===== config.mk =====
export PLATFORM = sky130hd
export DESIGN_NAME = instr_fetch
export DESIGN_NICKNAME = d
export VERILOG_FILES = /design/src/rtl/instr_fetch_pkg.sv /design/src/rtl/instr_fetch.sv
export SDC_FILE = /design/constraint.sdc
export NUM_CORES = 1
export LEC_CHECK = 0
export BUFFER_PORTS_ARGS = -buffer_cell sky130_fd_sc_hd__clkbuf_2
export CELL_PAD_IN_SITES_DETAIL_PLACEMENT = 0
export CELL_PAD_IN_SITES_GLOBAL_PLACEMENT = 1
export CORE_UTILIZATION = 40
export CTS_BUF_LIST = sky130_fd_sc_hd__clkbuf_8
export DETAILED_ROUTE_END_ITERATION = 10
export GPL_TIMING_DRIVEN = 0
export PLACE_DENSITY_LB_ADDON = 0.1
export SYNTH_ARGS = -nofsm -noshare
export SYNTH_HDL_FRONTEND = slang
export SYNTH_SLANG_ARGS = --single-unit
export TNS_END_PERCENT = 100

===== constraint.sdc =====
create_clock -name clk -period 3.4 [get_ports clk]
set_input_delay 0.17 -clock clk [delete_from_list [all_inputs] [get_ports clk]]
set_output_delay 0.17 -clock clk [all_outputs]
set_load 0.05 [all_outputs]

===== src/rtl/instr_fetch_pkg.sv =====
// Shared definitions for the instruction fetch stage: NOP encoding and FSM states.
package instr_fetch_pkg;

  localparam logic [31:0] NOP_INSTR = 32'h0000_0013;

  typedef enum logic [1:0] {
    IDLE  = 2'd0,
    FETCH = 2'd1,
    HOLD  = 2'd2,
    DRAIN = 2'd3
  } state_t;

endpackage


===== src/rtl/instr_fetch.sv =====
// Instruction fetch stage: issues one imem read per accepted PC, holds the
// fetched word for decode, and handles flush/stall and misaligned addresses.
module instr_fetch
  import instr_fetch_pkg::*;
#(
  parameter int OPD_WIDTH = 32,
  parameter int PC_WIDTH  = 12
) (
  input  logic                 clk,
  input  logic                 rst,
  input  logic [PC_WIDTH-1:0]  pc_in,
  input  logic                 pc_valid,
  input  logic                 flush,
  input  logic                 stall,
  output logic                 imem_req,
  output logic [PC_WIDTH-1:0]  imem_addr,
  input  logic                 imem_ack,
  input  logic [OPD_WIDTH-1:0] imem_rdata,
  output logic [OPD_WIDTH-1:0] instr,
  output logic [PC_WIDTH-1:0]  instr_pc,
  output logic                 instr_valid,
  output logic                 fetch_err
);

  state_t                 r_state, w_state_nxt;
  logic                   r_req, w_req_nxt;
  logic [PC_WIDTH-1:0]    r_addr, w_addr_nxt;
  logic [OPD_WIDTH-1:0]   r_instr, w_instr_nxt;
  logic [PC_WIDTH-1:0]    r_pc, w_pc_nxt;
  logic                   r_valid, w_valid_nxt;
  logic                   r_err, w_err_nxt;
  logic                   w_accept;

  always_ff @(posedge clk or posedge rst) begin
    if (rst) begin
      r_state <= IDLE;
      r_req   <= 1'b0;
      r_addr  <= '0;
      r_instr <= OPD_WIDTH'(NOP_INSTR);
      r_pc    <= '0;
      r_valid <= 1'b0;
      r_err   <= 1'b0;
    end else begin
      r_state <= w_state_nxt;
      r_req   <= w_req_nxt;
      r_addr  <= w_addr_nxt;
      r_instr <= w_instr_nxt;
      r_pc    <= w_pc_nxt;
      r_valid <= w_valid_nxt;
      r_err   <= w_err_nxt;
    end
  end

  always_comb begin
    w_state_nxt = r_state;
    w_req_nxt   = r_req;
    w_addr_nxt  = r_addr;
    w_instr_nxt = r_instr;
    w_pc_nxt    = r_pc;
    w_valid_nxt = r_valid;
    w_err_nxt   = r_err;
    w_accept    = 1'b0;

    unique case (r_state)
      IDLE: w_accept = 1'b1;
      FETCH: begin
        if (imem_ack) begin
          w_req_nxt = 1'b0;
          if (flush) begin
            w_state_nxt = IDLE;
          end else begin
            w_instr_nxt = imem_rdata;
            w_pc_nxt    = r_addr;
            w_valid_nxt = 1'b1;
            w_err_nxt   = 1'b0;
            w_state_nxt = HOLD;
          end
        end else if (flush) begin
          w_state_nxt = DRAIN;
        end
      end
      DRAIN: begin
        if (imem_ack) begin
          w_req_nxt   = 1'b0;
          w_state_nxt = IDLE;
        end
      end
      HOLD: begin
        if (flush || !stall) begin
          w_valid_nxt = 1'b0;
          w_err_nxt   = 1'b0;
          w_state_nxt = IDLE;
          w_accept    = !flush;
        end
      end
    endcase

    // IDLE acceptance is shared with HOLD-consume so a new PC lands back-to-back.
    if (w_accept && pc_valid && !flush) begin
      if (pc_in[1:0] == 2'b00) begin
        w_addr_nxt  = pc_in;
        w_req_nxt   = 1'b1;
        w_state_nxt = FETCH;
      end else begin
        w_instr_nxt = OPD_WIDTH'(NOP_INSTR);
        w_pc_nxt    = pc_in;
        w_valid_nxt = 1'b1;
        w_err_nxt   = 1'b1;
        w_state_nxt = HOLD;
      end
    end
  end

  assign imem_req    = r_req;
  assign imem_addr   = r_addr;
  assign instr       = r_instr;
  assign instr_pc    = r_pc;
  assign instr_valid = r_valid;
  assign fetch_err   = r_err;

endmodule


==> results of run 1 <==
[worst max-delay path, delay by kind of cell, from the launching register on]
kind / cells / cell delay, ns
AO/OA/AOI/OAI: 3 / 0.49
adder cells (fa/ha/maj): 1 / 0.23
buffers and inverters: 1 / 0.09
flip-flops: 1 / 0.41
multiplexers: 1 / 0.36
AND/OR/NAND/NOR: 1 / 0.14
[worst min path at each step]
stage / startpoint / end / slack, ns
5_1_grt: imem_rdata[0] / instr[0] / 0.03
3_5_place_dp: rst / instr[29] / 0.24
4_1_cts: imem_rdata[4] / instr[4] / 0.02
2_1_floorplan: imem_rdata[0] / instr[0] / 0.28
6_report: imem_rdata[4] / instr[4] / 0.03
3_3_place_gp: imem_rdata[4] / instr[4] / 0.38
[placed cells by master, fill, tap and decap left out]
| cell type | count |
|---|---|
| and2_1 | 2 |
| dfstp_2 | 3 |
| bufinv_16 | 1 |
| buf_4 | 2 |
| ha_1 | 5 |
| o21ai_2 | 2 |
| o21a_4 | 1 |
| nor2b_2 | 1 |
| nand2b_4 | 1 |
| nor2_1 | 14 |
| a21oi_1 | 35 |
| nand3_1 | 3 |
| a31oi_1 | 10 |
| clkbuf_1 | 2 |
| dfrtp_1 | 58 |
| clkinvlp_4 | 1 |
| nor2b_4 | 1 |
| clkbuf_8 | 12 |
| inv_1 | 5 |
| or2_1 | 1 |
| mux2i_1 | 3 |
| nand3b_1 | 1 |
| nand2_1 | 87 |
| clkinv_2 | 1 |
| a21o_1 | 2 |
| mux2_4 | 6 |
| o2bb2ai_1 | 1 |
| inv_2 | 1 |
| buf_2 | 9 |
| buf_6 | 1 |
| a211o_1 | 1 |
| clkbuf_2 | 108 |
| dlygate4sd3_1 | 1 |
| buf_12 | 2 |
| o21ai_0 | 5 |
| nor2b_1 | 1 |
| nor2_2 | 1 |
| nand2_4 | 1 |
| mux2_2 | 5 |
[metal layers]
layer | GRT usage (%) | up-vias | wire length [um]
met4 | 7.99 | 0 | 93
met2 | 30.1 | 84 | 2920
met3 | 4.85 | 9 | 449
met5 | 0 | - | 0
met1 | 26.6 | 1064 | 3020
li1 | - | 1136 | -
[power by group]
group	internal [uW]	switching (uW)
combinational	566	1670
clock	395	269
sequential	1080	205
total	2040	2150
[timing repair]
item / 4_1_cts / 5_1_grt
hold buffers: 1 / 0
setup endpoints to repair: 0 / 0
gates resized for setup: 0 / 0
endpoints found under the hold margin: 21 / 0
[registers in the layout (all words and copies together) (netlist names)]
| signal | cells |
|---|---|
| r_state | 2 |
| imem_req | 1 |
| instr | 32 |
| instr_valid | 1 |
| fetch_err | 1 |
| instr_pc | 12 |
| imem_addr | 12 |
[logic make-up after synthesis]
| family | synth area share [%] |
|---|---|
| AO/OA/AOI/OAI | 12.2 |
| adder cells (fa/ha/maj) | 2.32 |
| flip-flops | 56.8 |
| multiplexers | 6.55 |
| buffers and inverters | 4.36 |
| AND/OR/NAND/NOR | 17.8 |
[cell type report]
cell class	count	area, sq um
Multi-Input combinational cell	190	1050
Buffer	15	98.8
Fill cell	630	2850
Clock buffer	12	165
Sequential cell	61	1530
Inverter	5	18.8
Timing Repair Buffer	110	571
Tap cell	77	96.3
Clock inverter	4	46.3
[through the flow]
| step | hold WS [ns] | setup WS (ns) | total power (uW) | cell area (sq um) |
|---|---|---|---|---|
| after global placement | 0.376 | 0.862 | 3510 | 3330 |
| after floorplan | 0.282 | 1.72 | 3020 | 2700 |
| after detailed placement | 0.239 | 1.57 | 3540 | 3350 |
| after CTS | 0.0224 | 1.54 | 4220 | 3570 |
| after global routing | 0.0344 | 1.38 | 4410 | 3570 |
| final | 0.0343 | 1.56 | 4190 | 3570 |
[Yosys cell counts (3+ instances only)]
library cell / instances / area [sq um]
dfstp_2: 3 / 78.8
o21ai_0: 5 / 25.0
a21oi_1: 35 / 175
inv_1: 5 / 18.8
mux2_2: 5 / 56.3
nor2_1: 14 / 52.6
a31oi_1: 10 / 62.6
nand2_1: 87 / 327
mux2i_1: 3 / 30.0
ha_1: 5 / 62.6
dfrtp_1: 58 / 1450
nand3_1: 3 / 15.0
mux2_4: 6 / 90.1
buf_2: 9 / 45.0
==> out/results.tsv, run 1 <==
metric	value	unit
status	finished with violations	
violations	design-rule violations	
syn_to_final_growth	32.6	%
drc_errors	18	
grt.total_usage	19.6	%
critPathMaxFanout	5	
grt_pass1_wl	10700	um
htree_levels	3	
insertion_delay	0.33	ns
via_count	2293	
core	0.00642	sq mm
endpoint	r_state[0]	
place_inst	457	
syn_avg_cell_area	9.94	sq um
die_y	84.1	um
vdd_drop_max	0.552	mV
synth-edff-count	0	
ff2ff_setup_slack	1.56	ns
drt_pre_antenna_iters	8	
antenna_found_initial	0	
ant_nets	0	
slew_violations	0	
fin_crit	1.84	ns
cp_cell_sequence	inv_1 > ha_1 > nor2b_4 > o21ai_2 > a21oi_1 > o2bb2ai_1 > mux2_2	
seq_area_frac_synth	56.8	%
slew_headroom	63.9	%
syn_area	0.00270	sq mm
cts_buffers	9	
hold_class	in -> reg	
grt_start_max_net_pins	38	
r2r_end	r_state[0]	
powerDensity	1170	mW/mm^2
finalCritPeriodShare	54.2	%
cellLeakagePower	0.00191	uW
fmax	0.542	GHz
utilization	55.6	%
antenna_cells	0	
portBuffers	108	
boundaryPins	109	
crit_path_end_kind	flip-flop	
finClkSkew	0.00800	ns
setup_violations	0	
die_width	84.1	um
crit_path_max_incr_delay	0.41	ns
ys.flop_type	dfrtp_1	
die_area	0.00707	sq mm
r2r-start	r_state[0]	
cts.sinks	61	
ys_ff_latch	61	
totalWireLength	6490	um
start_util	42.0	%
clk_pin_slew	0.07	ns
tns	0	ns
std_cell_rows	29	
hold_depth	3	
cp-start-kind	flip-flop	
startpoint	r_state[0]	
drt_iter0_drc	93	
nets	447	
instances_no_fill	474	
post_cts_buffers	0	
crit_arrival	2.06	ns
yosysWarnings	0	
drive_gt1_share	40.3	%
tightest_slew	0.540	ns
rsz0062_at_grt	no	
synth.net_count	326	
viasPerCell	4.84	
crit_type	reg -> reg	
cts_tree	yes	
critPathSlowestCell	dfrtp_1	
async_reset_ff_share	100	%
syn_inst	271	
drt-wirelength-per-cell	13.7	um
place_hpwl	4680	um
cap_violations	0	
overflow	0	
ff2ff_path_depth	7	
ys_types	32	
clockRootBuffer	clkbuf_8	
clock_path_buffers	2	
grt_pass1_vias	2270	
gp_routability_congestion	0.799	
worstPathRequired	3.62	ns
final_hold_viol_count	0	
Power figures use the tool's default switching activity.
==> run 2, diff against run 1 <==
Settings changed: CORE_UTILIZATION 40 to 33.
Clock period 3.4 ns to 1.6 ns, I/O delays scaled along.
==> out/results.tsv, run 2 (synthesized netlist as in run 1, its figures left out) <==
metric	value	unit	change
rsz0062_at_grt	yes		was no
drive_gt1_share	44.4	%	was 40.3%
grt_pass1_wl	12200	um	was 10700 um
cpMostUsedCell	buf_6		
cp_cell_sequence	buf_4 > buf_6 > ha_4 > inv_4 > or2_1 > buf_6 > buf_12 > clkbuf_16 > nand2_1 > a21oi_1		was inv_1 > ha_1 > nor2b_4 > o21ai_2 > a21oi_1 > o2bb2ai_1 > mux2_2
syn_to_final_growth	65.0	%	was 32.6%
fillers	736		was 630
powerDensity	2150	mW/mm^2	was 1170 mW/mm^2
setup_slack	-0.133	ns	was 1.56 ns
cap_violations	0		unchanged
overflow	0		unchanged
final_hold_viol_count	0		unchanged
cellLeakagePower	0.00225	uW	was 0.00191 uW
hold_depth	2		was 3
grt.total_usage	18.7	%	was 19.6%
gp_routability_congestion	0.829		was 0.799
r2r_end	instr[24]		was r_state[0]
worstPathRequired	1.82	ns	was 3.62 ns
p_total	9560	uW	was 4190 uW
hold_start	pc_in[1]		was imem_rdata[4]
register_area	0.00153	sq mm	about the same
finalCritPeriodShare	108	%	was 54.2%
grt_start_max_net_pins	38		unchanged
hold_end	instr_pc[1]		was instr[4]
grt_pass1_vias	2475		was 2270
boundaryPins	109		unchanged
ff2ff_setup_slack	-0.13	ns	was 1.56 ns
die_y	92.4	um	was 84.1 um
tns	-2.82	ns	was 0 ns
cts_tree	yes		unchanged
critPathMaxFanout	8		was 5
tightest_slew	0.559	ns	was 0.540 ns
ant_nets	0		unchanged
core	0.00781	sq mm	was 0.00642 sq mm
crit_path_end_kind	flip-flop		unchanged
finClkSkew	0.00709	ns	was 0.00800 ns
clk_pin_slew	0.07	ns	about the same
antenna_cells	0		unchanged
viasPerCell	4.52		was 4.84
totalWireLength	7770	um	was 6490 um
clockRootBuffer	clkbuf_8		unchanged
fin_crit	1.73	ns	was 1.84 ns
slew_headroom	62.7	%	was 63.9%
hold_class	in -> reg		unchanged
crit_type	reg -> reg		unchanged
multiInputGateArea	0.00119	sq mm	was 0.00105 sq mm
cts_buffers	9		unchanged
cpLargestDelayFamily	buffers and inverters		was compound AO/OA/AOI/OAI gates
crit_buf_inv	6		was 1
crit_path_max_incr_delay	0.43	ns	was 0.41 ns
drc_errors	0		was 18
slew_violations	0		unchanged
via_count	2535		was 2293
die_area	0.00853	sq mm	was 0.00707 sq mm
final_common_cell	clkbuf_2		unchanged
stdcell_area	0.00445	sq mm	was 0.00357 sq mm
setup_violations	56		was 0
die_width	92.4	um	was 84.1 um
std_cell_rows	32		was 29
antenna_found_initial	0		unchanged
ff2ff_path_depth	10		was 7
place_area	0.00339	sq mm	was 0.00335 sq mm
cp-start-kind	flip-flop		unchanged
vdd_drop_max	1.37	mV	was 0.552 mV
status	finished with violations		unchanged
fmax	0.577	GHz	was 0.542 GHz
cts.sinks	61		unchanged
critPathSlowestCell	dfrtp_1		unchanged
r2r-start	r_state[0]		unchanged
clock_path_buffers	2		unchanged
insertion_delay	0.33	ns	about the same
start_util	34.5	%	was 42.0%
final_cell_mix	108 x clkbuf_2, 87 x nand2_1, 57 x dfrtp_1		was 108 x clkbuf_2, 87 x nand2_1, 58 x dfrtp_1
fin_hold_ws	0.0803	ns	was 0.0343 ns
violations	negative setup slack		was design-rule violations
portBuffers	108		unchanged
crit_arrival	1.95	ns	was 2.06 ns
htree_levels	3		unchanged
drt-wirelength-per-cell	13.9	um	was 13.7 um
drt_iter0_drc	59		was 93
drt_pre_antenna_iters	5		was 8
largest_register_ffs	32		unchanged
nets	509		was 447
place_hpwl	4940	um	was 4680 um
-- run 2: metal layers --
layer | global-route usage [%] | vias to the layer above | part of all wire (%)
met5 | 0 | - | 0
met4 | 7.94 | 0 | 1.2
met3 | 3.28 | 6 | 5.1
met2 | 29.1 | 74 | 46
met1 | 25.5 | 1193 | 47
li1 | - | 1262 | -
-- run 2: worst max-delay path by stage --
| stage | start | to | slack (ns) | cells after the start |
|---|---|---|---|---|
| final | r_state[0] | instr[24] | -0.13 | 10 |
| after global routing | r_state[0] | instr[1] | -0.19 | 10 |
| after CTS | r_state[0] | r_state[0] | -0.08 | 7 |
| after detailed placement | r_state[0] | instr[25] | -0.29 | 7 |
| after global placement | rst | imem_addr[0] | -0.91 | 2 |
| after floorplan | r_state[0] | r_state[0] | -0.02 | 8 |
-- run 2: stage by stage --
stage | worst slack, ns | cells | utilization [%]
floorplan | -0.0210 | 271 | -
global placement | -0.911 | 481 | 43.2
detailed placement | -0.293 | 482 | 43.4
CTS | -0.0764 | 555 | 55.1
global route | -0.187 | 561 | 57.0
finish | -0.133 | 561 | 57.0
-- run 2: area by class of cell --
type / instances / area share [%]
Multi-Input combinational cell: 191 / 26.7
Clock buffer: 11 / 3.40
Sequential cell: 61 / 34.4
Clock inverter: 5 / 1.32
Tap cell: 102 / 2.87
Timing Repair Buffer: 171 / 27.2
Buffer: 15 / 3.52
Inverter: 5 / 0.535
-- run 2: repair_timing --
| action | CTS | global route |
|---|---|---|
| cloned | 4 | 1 |
| hold buffers | 43 | 0 |
| pin swaps | 5 | 5 |
| endpoints found under the hold margin | 73 | 0 |
| resized for setup | 46 | 24 |
| endpoints found under the setup margin | 60 | 59 |
| buffers inserted | 10 | 5 |
-- run 2: report_power, final --
group	switching (uW)	internal [uW]	leakage (uW)	total, uW
sequential	450	2300	0.000775	2750
clock	628	804	0.000102	1430
combinational	3770	1610	0.00137	5380
total	4850	4710	0.00225	9560
